File: src/rtl/hack_boot_pkg.sv
// Shared types and constants for the hack_soc ROM boot sequencer.
package hack_boot_pkg;

    typedef enum logic [2:0] {
        StIdle,
        StLdrRst,
        StFetch,
        StLoad,
        StWaitAck,
        StRelease,
        StRun,
        StError
    } boot_state_e;

    localparam int unsigned LDR_RST_CYCLES = 2;

    function automatic int unsigned max_u(input int unsigned a, input int unsigned b);
        return (a > b) ? a : b;
    endfunction

    // A timer loaded with (n - 1) expires on the n-th cycle after loading.
    function automatic int unsigned preload(input int unsigned cycles);
        return (cycles == 0) ? 0 : cycles - 1;
    endfunction

endpackage

File: src/rtl/hack_boot_timeout.sv
// Loadable down-counter; expired is high while the count sits at zero.
module hack_boot_timeout #(
    parameter int unsigned WIDTH = 12
) (
    input  logic             clk,
    input  logic             reset_n,
    input  logic             load,
    input  logic [WIDTH-1:0] load_value,
    output logic             expired
);

    logic [WIDTH-1:0] count_q, count_d;

    always_comb begin
        count_d = count_q;
        if (load) begin
            count_d = load_value;
        end else if (count_q != '0) begin
            count_d = count_q - WIDTH'(1);
        end
    end

    always_ff @(posedge clk) begin
        if (!reset_n) begin
            count_q <= '0;
        end else begin
            count_q <= count_d;
        end
    end

    assign expired = (count_q == '0);

endmodule

File: src/rtl/hack_boot_loader.sv
// Boot sequencer: streams a ROM image into the hack_soc loader, then releases the CPU.
// Defining HACK_BOOT_CHECKSUM_EN adds a modular-sum image check before release.
module hack_boot_loader
    import hack_boot_pkg::*;
#(
    parameter int unsigned DATA_WIDTH     = 16,
    parameter int unsigned COUNT_WIDTH    = 16,
    parameter int unsigned TIMEOUT_CYCLES = 4096,
    parameter int unsigned RELEASE_DELAY  = 4
) (
    input  logic                   clk,
    input  logic                   reset_n,
    input  logic                   start,
    input  logic [COUNT_WIDTH-1:0] word_count,
    input  logic                   s_valid,
    output logic                   s_ready,
    input  logic [DATA_WIDTH-1:0]  s_data,
    input  logic                   s_last,
`ifdef HACK_BOOT_CHECKSUM_EN
    input  logic [DATA_WIDTH-1:0]  expected_checksum,
    output logic [DATA_WIDTH-1:0]  checksum,
`endif
    output logic                   rom_loader_reset,
    output logic                   rom_loader_load,
    output logic [DATA_WIDTH-1:0]  rom_loader_data,
    input  logic                   rom_loader_load_received,
    input  logic                   rom_loader_ack,
    output logic                   hack_external_reset,
    output logic                   busy,
    output logic                   done,
    output logic                   error,
    output logic [COUNT_WIDTH-1:0] words_loaded
);

    localparam int unsigned TIMER_MAX =
        max_u(max_u(TIMEOUT_CYCLES, RELEASE_DELAY), LDR_RST_CYCLES);
    localparam int unsigned TIMER_WIDTH = $clog2(TIMER_MAX + 1);

    localparam logic [TIMER_WIDTH-1:0] TMR_TIMEOUT = TIMER_WIDTH'(preload(TIMEOUT_CYCLES));
    localparam logic [TIMER_WIDTH-1:0] TMR_RELEASE = TIMER_WIDTH'(preload(RELEASE_DELAY));
    localparam logic [TIMER_WIDTH-1:0] TMR_LDR_RST = TIMER_WIDTH'(preload(LDR_RST_CYCLES));

    boot_state_e            state_q, state_d;
    logic [COUNT_WIDTH-1:0] count_q, count_d;
    logic [COUNT_WIDTH-1:0] words_q, words_d;
    logic [COUNT_WIDTH-1:0] words_next;
    logic [DATA_WIDTH-1:0]  data_q, data_d;
    logic                   last_q, last_d;

    logic                   timer_load;
    logic [TIMER_WIDTH-1:0] timer_value;
    logic                   timer_expired;

    logic                   accept;
    logic                   load_start;
    logic                   go_release;
    logic                   release_ok;

    assign accept     = (state_q == StFetch) && s_valid;
    assign words_next = words_q + COUNT_WIDTH'(1);

    hack_boot_timeout #(
        .WIDTH (TIMER_WIDTH)
    ) u_timer (
        .clk        (clk),
        .reset_n    (reset_n),
        .load       (timer_load),
        .load_value (timer_value),
        .expired    (timer_expired)
    );

    always_comb begin
        state_d     = state_q;
        count_d     = count_q;
        words_d     = words_q;
        data_d      = data_q;
        last_d      = last_q;
        timer_load  = 1'b0;
        timer_value = TMR_TIMEOUT;
        load_start  = 1'b0;
        go_release  = 1'b0;

        unique case (state_q)
            StIdle, StError: begin
                if (start) begin
                    load_start  = 1'b1;
                    state_d     = StLdrRst;
                    count_d     = word_count;
                    words_d     = '0;
                    timer_load  = 1'b1;
                    timer_value = TMR_LDR_RST;
                end
            end
            StLdrRst: begin
                if (timer_expired) begin
                    if (count_q == '0) begin
                        go_release = 1'b1;
                    end else begin
                        state_d = StFetch;
                    end
                end
            end
            StFetch: begin
                if (accept) begin
                    data_d = s_data;
                    last_d = s_last;
                    // A last marker before the final counted word truncates the image.
                    if (s_last && (words_next != count_q)) begin
                        state_d = StError;
                    end else begin
                        state_d    = StLoad;
                        timer_load = 1'b1;
                    end
                end
            end
            StLoad: begin
                if (rom_loader_load_received) begin
                    state_d    = StWaitAck;
                    timer_load = 1'b1;
                end else if (timer_expired) begin
                    state_d = StError;
                end
            end
            StWaitAck: begin
                if (rom_loader_ack) begin
                    if (words_q != count_q) begin
                        words_d = words_next;
                    end
                    if (words_next == count_q) begin
                        if (last_q) begin
                            go_release = 1'b1;
                        end else begin
                            state_d = StError;
                        end
                    end else begin
                        state_d = StFetch;
                    end
                end else if (timer_expired) begin
                    state_d = StError;
                end
            end
            StRelease: begin
                if (timer_expired) begin
                    state_d = StRun;
                end
            end
            StRun: begin
                state_d = StRun;
            end
        endcase

        if (go_release) begin
            if (release_ok) begin
                state_d     = StRelease;
                timer_load  = 1'b1;
                timer_value = TMR_RELEASE;
            end else begin
                state_d = StError;
            end
        end
    end

    always_ff @(posedge clk) begin
        if (!reset_n) begin
            state_q <= StIdle;
            count_q <= '0;
            words_q <= '0;
            data_q  <= '0;
            last_q  <= 1'b0;
        end else begin
            state_q <= state_d;
            count_q <= count_d;
            words_q <= words_d;
            data_q  <= data_d;
            last_q  <= last_d;
        end
    end

`ifdef HACK_BOOT_CHECKSUM_EN
    logic [DATA_WIDTH-1:0] sum_q;

    always_ff @(posedge clk) begin
        if (!reset_n) begin
            sum_q <= '0;
        end else if (load_start) begin
            sum_q <= '0;
        end else if (accept) begin
            sum_q <= sum_q + s_data;
        end
    end

    assign checksum   = sum_q;
    assign release_ok = (sum_q == expected_checksum);
`else
    assign release_ok = 1'b1;
`endif

    assign s_ready             = (state_q == StFetch);
    assign rom_loader_reset    = (state_q == StLdrRst);
    assign rom_loader_load     = (state_q == StLoad);
    assign rom_loader_data     = data_q;
    assign hack_external_reset = (state_q != StRun);
    assign busy                = !(state_q inside {StIdle, StRun, StError});
    // RUN and ERROR are only left via reset or restart, so state encodes the sticky flags.
    assign done                = (state_q == StRun);
    assign error               = (state_q == StError);
    assign words_loaded        = words_q;

endmodule

File: config.mk
export PLATFORM = sky130hd
export DESIGN_NAME = hack_boot_loader
export DESIGN_NICKNAME = d
export VERILOG_FILES = /design/src/rtl/hack_boot_pkg.sv /design/src/rtl/hack_boot_timeout.sv /design/src/rtl/hack_boot_loader.sv
export SDC_FILE = /design/constraint.sdc
export NUM_CORES = 1
export LEC_CHECK = 0
export BUFFER_PORTS_ARGS = -buffer_cell sky130_fd_sc_hd__buf_2
export CELL_PAD_IN_SITES_DETAIL_PLACEMENT = 1
export CELL_PAD_IN_SITES_GLOBAL_PLACEMENT = 1
export CORE_AREA = 2 2 93 95
export CTS_BUF_LIST = sky130_fd_sc_hd__clkbuf_2
export DETAILED_ROUTE_END_ITERATION = 8
export DIE_AREA = 0 0 95 97
export PLACE_DENSITY = 0.92
export SLEW_MARGIN = 15
export SYNTH_ARGS = -nofsm -noshare
export SYNTH_HDL_FRONTEND = slang
export SYNTH_SLANG_ARGS = --single-unit
File: constraint.sdc
create_clock -name clk -period 6.8 [get_ports clk]
set_clock_uncertainty 0.15 [all_clocks]
set_input_delay 1.36 -clock clk [delete_from_list [all_inputs] [get_ports clk]]
set_output_delay 1.36 -clock clk [all_outputs]
set_load 0.005 [all_outputs]
After elaboration in Yosys (flattened, before gate mapping)
Cells that the tools add are included.
{"block": "word_totals", "inputBits": 39, "mem_count": 0, "ff_bits": 65, "latchBits": 0, "romBits": 0, "ram_bits": 0, "out_inout_bits": 39, "elab_cells": 86}
{"block": "op_classes", "bitwise_logic": 1, "mux": 34, "add_sub_neg": 2, "shifts": 0, "multipliers": 0, "reduce_logical": 17, "n_lt_le_gt_ge": 0, "div_mod_pow": 0, "n_eq_ne": 25}
{"op": "$mux 16", "n": 3}
{"op": "$mux 13", "n": 3}
{"op": "$mux 3", "n": 12}
{"op": "$ne 16x16->1", "n": 2}
{"op": "$pmux 16 s2", "n": 1}
{"op": "$mux 12", "n": 2}
{"op": "$pmux 3 s7", "n": 1}
{"op": "$add 16x1->16 const B", "n": 1}
{"op": "$eq 16x16->1", "n": 1}
{"op": "$logic_not 16->1", "n": 1}
{"op": "$logic_not 13->1", "n": 1}
{"op": "$reduce_bool 13->1", "n": 1}
{"op": "$sub 13x1->13 const B", "n": 1}
{"op": "$eq 3x3->1 const B", "n": 4}
{"op": "$ne 3x3->1 const B", "n": 4}
{"op": "$reduce_and 6->1", "n": 2}
{"op": "$mux 1", "n": 10}
{"op": "$ne 2x2->1 const B", "n": 5}
{"op": "$eq 3x2->1 const B", "n": 2}
{"op": "$ne 3x1->1 const B", "n": 2}
{"op": "$ne 5x5->1 const B", "n": 1}
{"op": "$ne 2x1->1 const B", "n": 2}
{"op": "$ne 4x4->1 const B", "n": 1}
{"op": "$reduce_and 2->1", "n": 2}
{"op": "other kinds (11)", "n": 14}

Logic depth before layout (Yosys ltp)
{"block": "logic_depth", "word_depth": 8, "ltp_mapped": 10, "ltp_nobuf": 9}

Hierarchy
A second synthesis with hierarchy kept.
{"block": "hier_totals", "hier_cells": 491, "area_unflattened_um2": 3858.7}
{"module": "hack_boot_loader", "seq_area_each_um2": 1041.0, "cells_each": 402, "instances": 1, "area_each_um2": 3066.7}
{"module": "hack_boot_timeout", "seq_area_each_um2": 260.2, "cells_each": 89, "instances": 1, "area_each_um2": 792.0}

Least setup slack after synthesis
OpenSTA, ideal clock, no wires.
{"block": "synth_path", "path_kind": "register -> register", "startpoint": "register words_q[0], in the netlist words_loaded[0]", "endpoint": "register u_timer.count_q[10]", "arrival_ns": 2.785, "path_stages_with_launch": 11, "setup_ns": 0.119, "setup_slack_ns": 3.746, "required_ns": 6.531, "n_path_buf": 1, "period_less_slack_ns": 3.054, "path_cell_list": "dfxtp_1 > ha_1 > nand3_1 > or3_1 > a2111oi_0 > o2111ai_1 > or4_4 > o32ai_4 > or2_2 > buf_6 > a21oi_1"}
{"block": "synth_between", "elab_chain_len": 8, "elab_cells_between_ends": 14, "cone_classes": "add/sub (1); eq/ne (2); mux (9); reduce/logical (2)"}
{"element": "from (decl)", "line": "hack_boot_loader.sv:45", "source": "logic [COUNT_WIDTH-1:0] words_q, words_d;"}
{"element": "from (signal assigned)", "line": "hack_boot_loader.sv:173", "source": "words_q <= words_d;"}
{"element": "$add 16x1->16 *", "line": "hack_boot_loader.sv:60", "source": "assign words_next = words_q + COUNT_WIDTH'(1);"}
{"element": "$ne 16x16->1", "line": "hack_boot_loader.sv:108", "source": "if (s_last && (words_next != count_q)) begin"}
{"element": "$logic_and 1x1->1", "line": "hack_boot_loader.sv:108"}
{"element": "$mux 1", "line": "hack_boot_loader.sv:108"}
{"element": "$mux 1", "line": "hack_boot_loader.sv:104", "source": "if (accept) begin"}
{"element": "$pmux 1 s3", "line": "hack_boot_loader.sv:83", "source": "unique case (state_q)"}
{"element": "$mux 1", "line": "hack_boot_loader.sv:152", "source": "if (go_release) begin"}
{"element": "$mux 13 or $reduce_bool 2->1 (tied branches)"}
{"element": "to (signal assigned)", "line": "hack_boot_timeout.sv:27", "source": "count_q <= count_d;"}
{"element": "to (decl)", "line": "hack_boot_timeout.sv:12", "source": "logic [WIDTH-1:0] count_q, count_d;"}
Mark *: on every way between the ends. The rest lies on a longest branch, timed or not.
A chain may end at the register's enable or synchronous reset.

Worst setup path in the final report
{"block": "layout_path", "startpoint": "register words_q[5], in the netlist words_loaded[5]", "endpoint": "register u_timer.count_q[7]"}
Same word-level chain as after synthesis.

==> results.md <==
* Antenna Cells at 0
* DRC viols at 0
* Req. time, crit path at 7.06 ns
* RSZ-0062 raised after global routing: false
* Main area contributors after synthesis: dfxtp_1 (37%), nand2_1 (8.7%), a21oi_1 (7.7%), xnor2_1 (7.3%), o21ai_0 (3.6%)
* H-tree Lvls at 3
* Post-route insts no fill at 623
* Cell area after placement at 3920 um^2
* GRT met1 Usage at 0.303
* CP endpoint kind: flop
* CTS tree: done
* CTS root buffer: clkbuf_2
* Grt met3 use at 0.0662
* Total track usage at 0.240
* Final WS setup at 3.30 ns
* Routed Antenna Nets at 0
* Post-synth cell types at 59
* R2r endpoint: u_timer.count_q[7]
* Mapped Avg Cell Area at 7.78 um^2
* Count of final setup violators at 0
* CP bufs+invs at 0
* Slew Limit Fails at 0
* Yosys top cell by area: dfxtp_1
* Core footprint at 8130 um^2
* Cts hold-fix bufs at 0
* Worst hold endpoint: rom_loader_data[6]
* Max-Cap Viols at 0
* Largest delay share family, worst path: simple AND/OR/NAND/NOR gates
* Area of the die at 9220 um^2
* Inst Count DP at 608
* Worst-path cell chain: nand3_1, or4_1, a222oi_1, o2111ai_1, or4_4, o32ai_4, or2_2, a21oi_1
* CTS Buffer Depth at 2
* Gr busiest metal: met2
* Die height at 97 um
* I/O pin total at 78
* Pwr dens at 330 nW/um^2
* Critical path data arrival time at 3.76 ns
* Buffers added on ports at 77
* Initial antenna violation count at 0
* Top-area cell type share of the netlist area at 0.372
* Setup TNS at 0 ns
* Min-delay src: rom_loader_data[6]
* Achievable clock frequency at 286 MHz
* Hold WS at 0.314 ns
* # Post-CTS Setup Buffers at 0
* Post-synth EDFFs at 0
* Ys async rst share at 0
* Post-DP HPWL at 7690 um
* Final min period at 3.50 ns
* Crit-path max FO at 11
* Total gr overflow at 0
* Sequential area share after synthesis at 0.372
* Top_reg_cell synth: dfxtp_1
* R2R cell count at 8
* Total CTS buffers at 9
* Startpoint types: flop
* Routed len/inst at 16.8 um
* Starting DRT DRC Count at 168
* CTS sink count at 65
* Max IR drop VDD at 135 uV
* Share of layout cells above drive strength 1 at 0.210
* Worst reg2reg setup slack at 3.30 ns
* Drt first pass iters at 4
* Post_cts resized at 0
* Worst path slowest cell: dfxtp_1
* Total leakage power at 1.55 nW
* Crit path kind: flop to flop
* Detailed-route vias per instance at 5.68
* Post-Syn Area at 3490 um^2
* Power Total at 1.32 mW
* Largest net degree at the start of global routing at 41
* CP max stage delay at 0.64 ns
* Yosys warns at 0
* Outcome: complete, no violations
* First-pass GRT wire length at 17500 um
* Clk pin slew, worst setup/hold paths at 0.19 ns
* Clk_lat worst skew at 0.54 ns
* Worst hold stages at 2
* Layout area overhead at 14.3%
* Worst slack, placed at 3.11 ns
* Vias in the first global route at 3612
* Worst min-delay path category: flop to flop
* Gate Count Post-Synth at 449
* FP Rows at 33
* Measured slew at the worst slew-check pin at 1.04 ns
* Nets at 555
* Post-layout util at 0.491
* R2r startpoint: words_loaded[5]
* Initial Util at 0.429
* M2 GR Usage at 0.389
* Synthesized net count at 490
* Finished Cell Area at 3990 um^2
* Via count at 3537
* Tcrit/Tclk final at 0.515
* Final Hold Fails at 0
* Chip width at 95 um
* Final GP Congestion at 0.893
* Worst slew margin at 0.298
* Post-synthesis register bit count at 65
* Total wire length at 10500 um
==> synth_stat cells (all sizes together) (2+ instances only) <==
library cell / count
o21ai: 25
and2: 3
o21a: 2
nand4: 6
or2: 5
a31oi: 3
or3: 10
clkbuf: 20
nand2: 81
nand2b: 2
nor2: 26
and3: 4
a21o: 2
ha: 2
or4: 5
and4: 2
o31ai: 3
nand3b: 2
nor4: 13
a211oi: 2
buf: 7
a2111oi: 3
a21oi: 58
xnor2: 29
nor2b: 6
nand3: 11
nor3: 11
inv: 9
a22oi: 2
nor3b: 2
dfxtp: 65
xor2: 9
mux2i: 2
==> power breakdown <==
group	leakage, nW	total, mW	switching (mW)	internal, mW
Clock	0.0552	0.190	0.143	0.0466
Combinational	0.964	0.591	0.346	0.244
Sequential	0.530	0.537	0.0892	0.448
Total	1.55	1.32	0.578	0.739
==> state kept, by name, indices dropped and copies added, names as in the netlist <==
name / cells
count_q: 16
last_q: 1
rom_loader_data: 16
state_q: 3
u_timer.count_q: 13
words_loaded: 16
==> layout make-up <==
cell class / count / area, um^2
clock buffer: 11 / 55.1
clock inverter: 4 / 21.3
fill: 1041 / 4140
inverter: 10 / 37.5
multi-input combinational: 347 / 2030
sequential: 65 / 1300
tap: 105 / 131
timing repair buffer: 81 / 415
==> how the worst max path moves through the flow <==
stage,from,end,slack [ns],depth (start not counted)
after CTS,words_loaded[1],u_timer.count_q[7],3.36,9
after detailed placement,start,words_loaded[4],3.11,6
final,words_loaded[5],u_timer.count_q[7],3.30,8
after floorplan,words_loaded[0],u_timer.count_q[10],3.75,10
after global routing,words_loaded[0],u_timer.count_q[11],3.09,9
after global placement,start,words_loaded[6],3.26,5
==> cells in the final DEF (no fill, tap or decap), drive strengths merged, types with 4 or more instances in the layout <==
cell / Yosys / layout
nand2: 81 / 81
and3: 4 / 4
nand3: 11 / 11
nor4: 13 / 13
buf: 7 / 81
nor3: 11 / 11
nand4: 6 / 6
or3: 10 / 10
dfxtp: 65 / 65
a21oi: 58 / 58
xor2: 9 / 9
nor2: 26 / 26
or4: 5 / 5
xnor2: 29 / 29
clkbuf: 20 / 11
inv: 9 / 9
or2: 5 / 5
o21ai: 25 / 25
nor2b: 6 / 6
clkinv: 1 / 4
==> cells by family after synthesis <==
group                      share of synthesized area
DFF                                            0.372
adders and majority gates                    0.00716
AOI/OAI and AO/OA                              0.198
buffers and inverters                         0.0466
and+or+nand+nor                                0.269
muxes                                        0.00573
xor gates and xnor gates                       0.102
==> metal layers <==
layer / share of wire / vias to the layer above
met1: 0.44 / 1683
li1: - / 1713
met3: 0.061 / 30
met2: 0.47 / 111
met5: 0 / -
met4: 0.027 / 0
==> worst min-delay path, cell delays in order, from the launching register on <==
cell	delay [ns]
dfxtp_1	0.34
nand2_1	0.05
a21oi_1	0.05
Power figures use the tool's default switching activity.
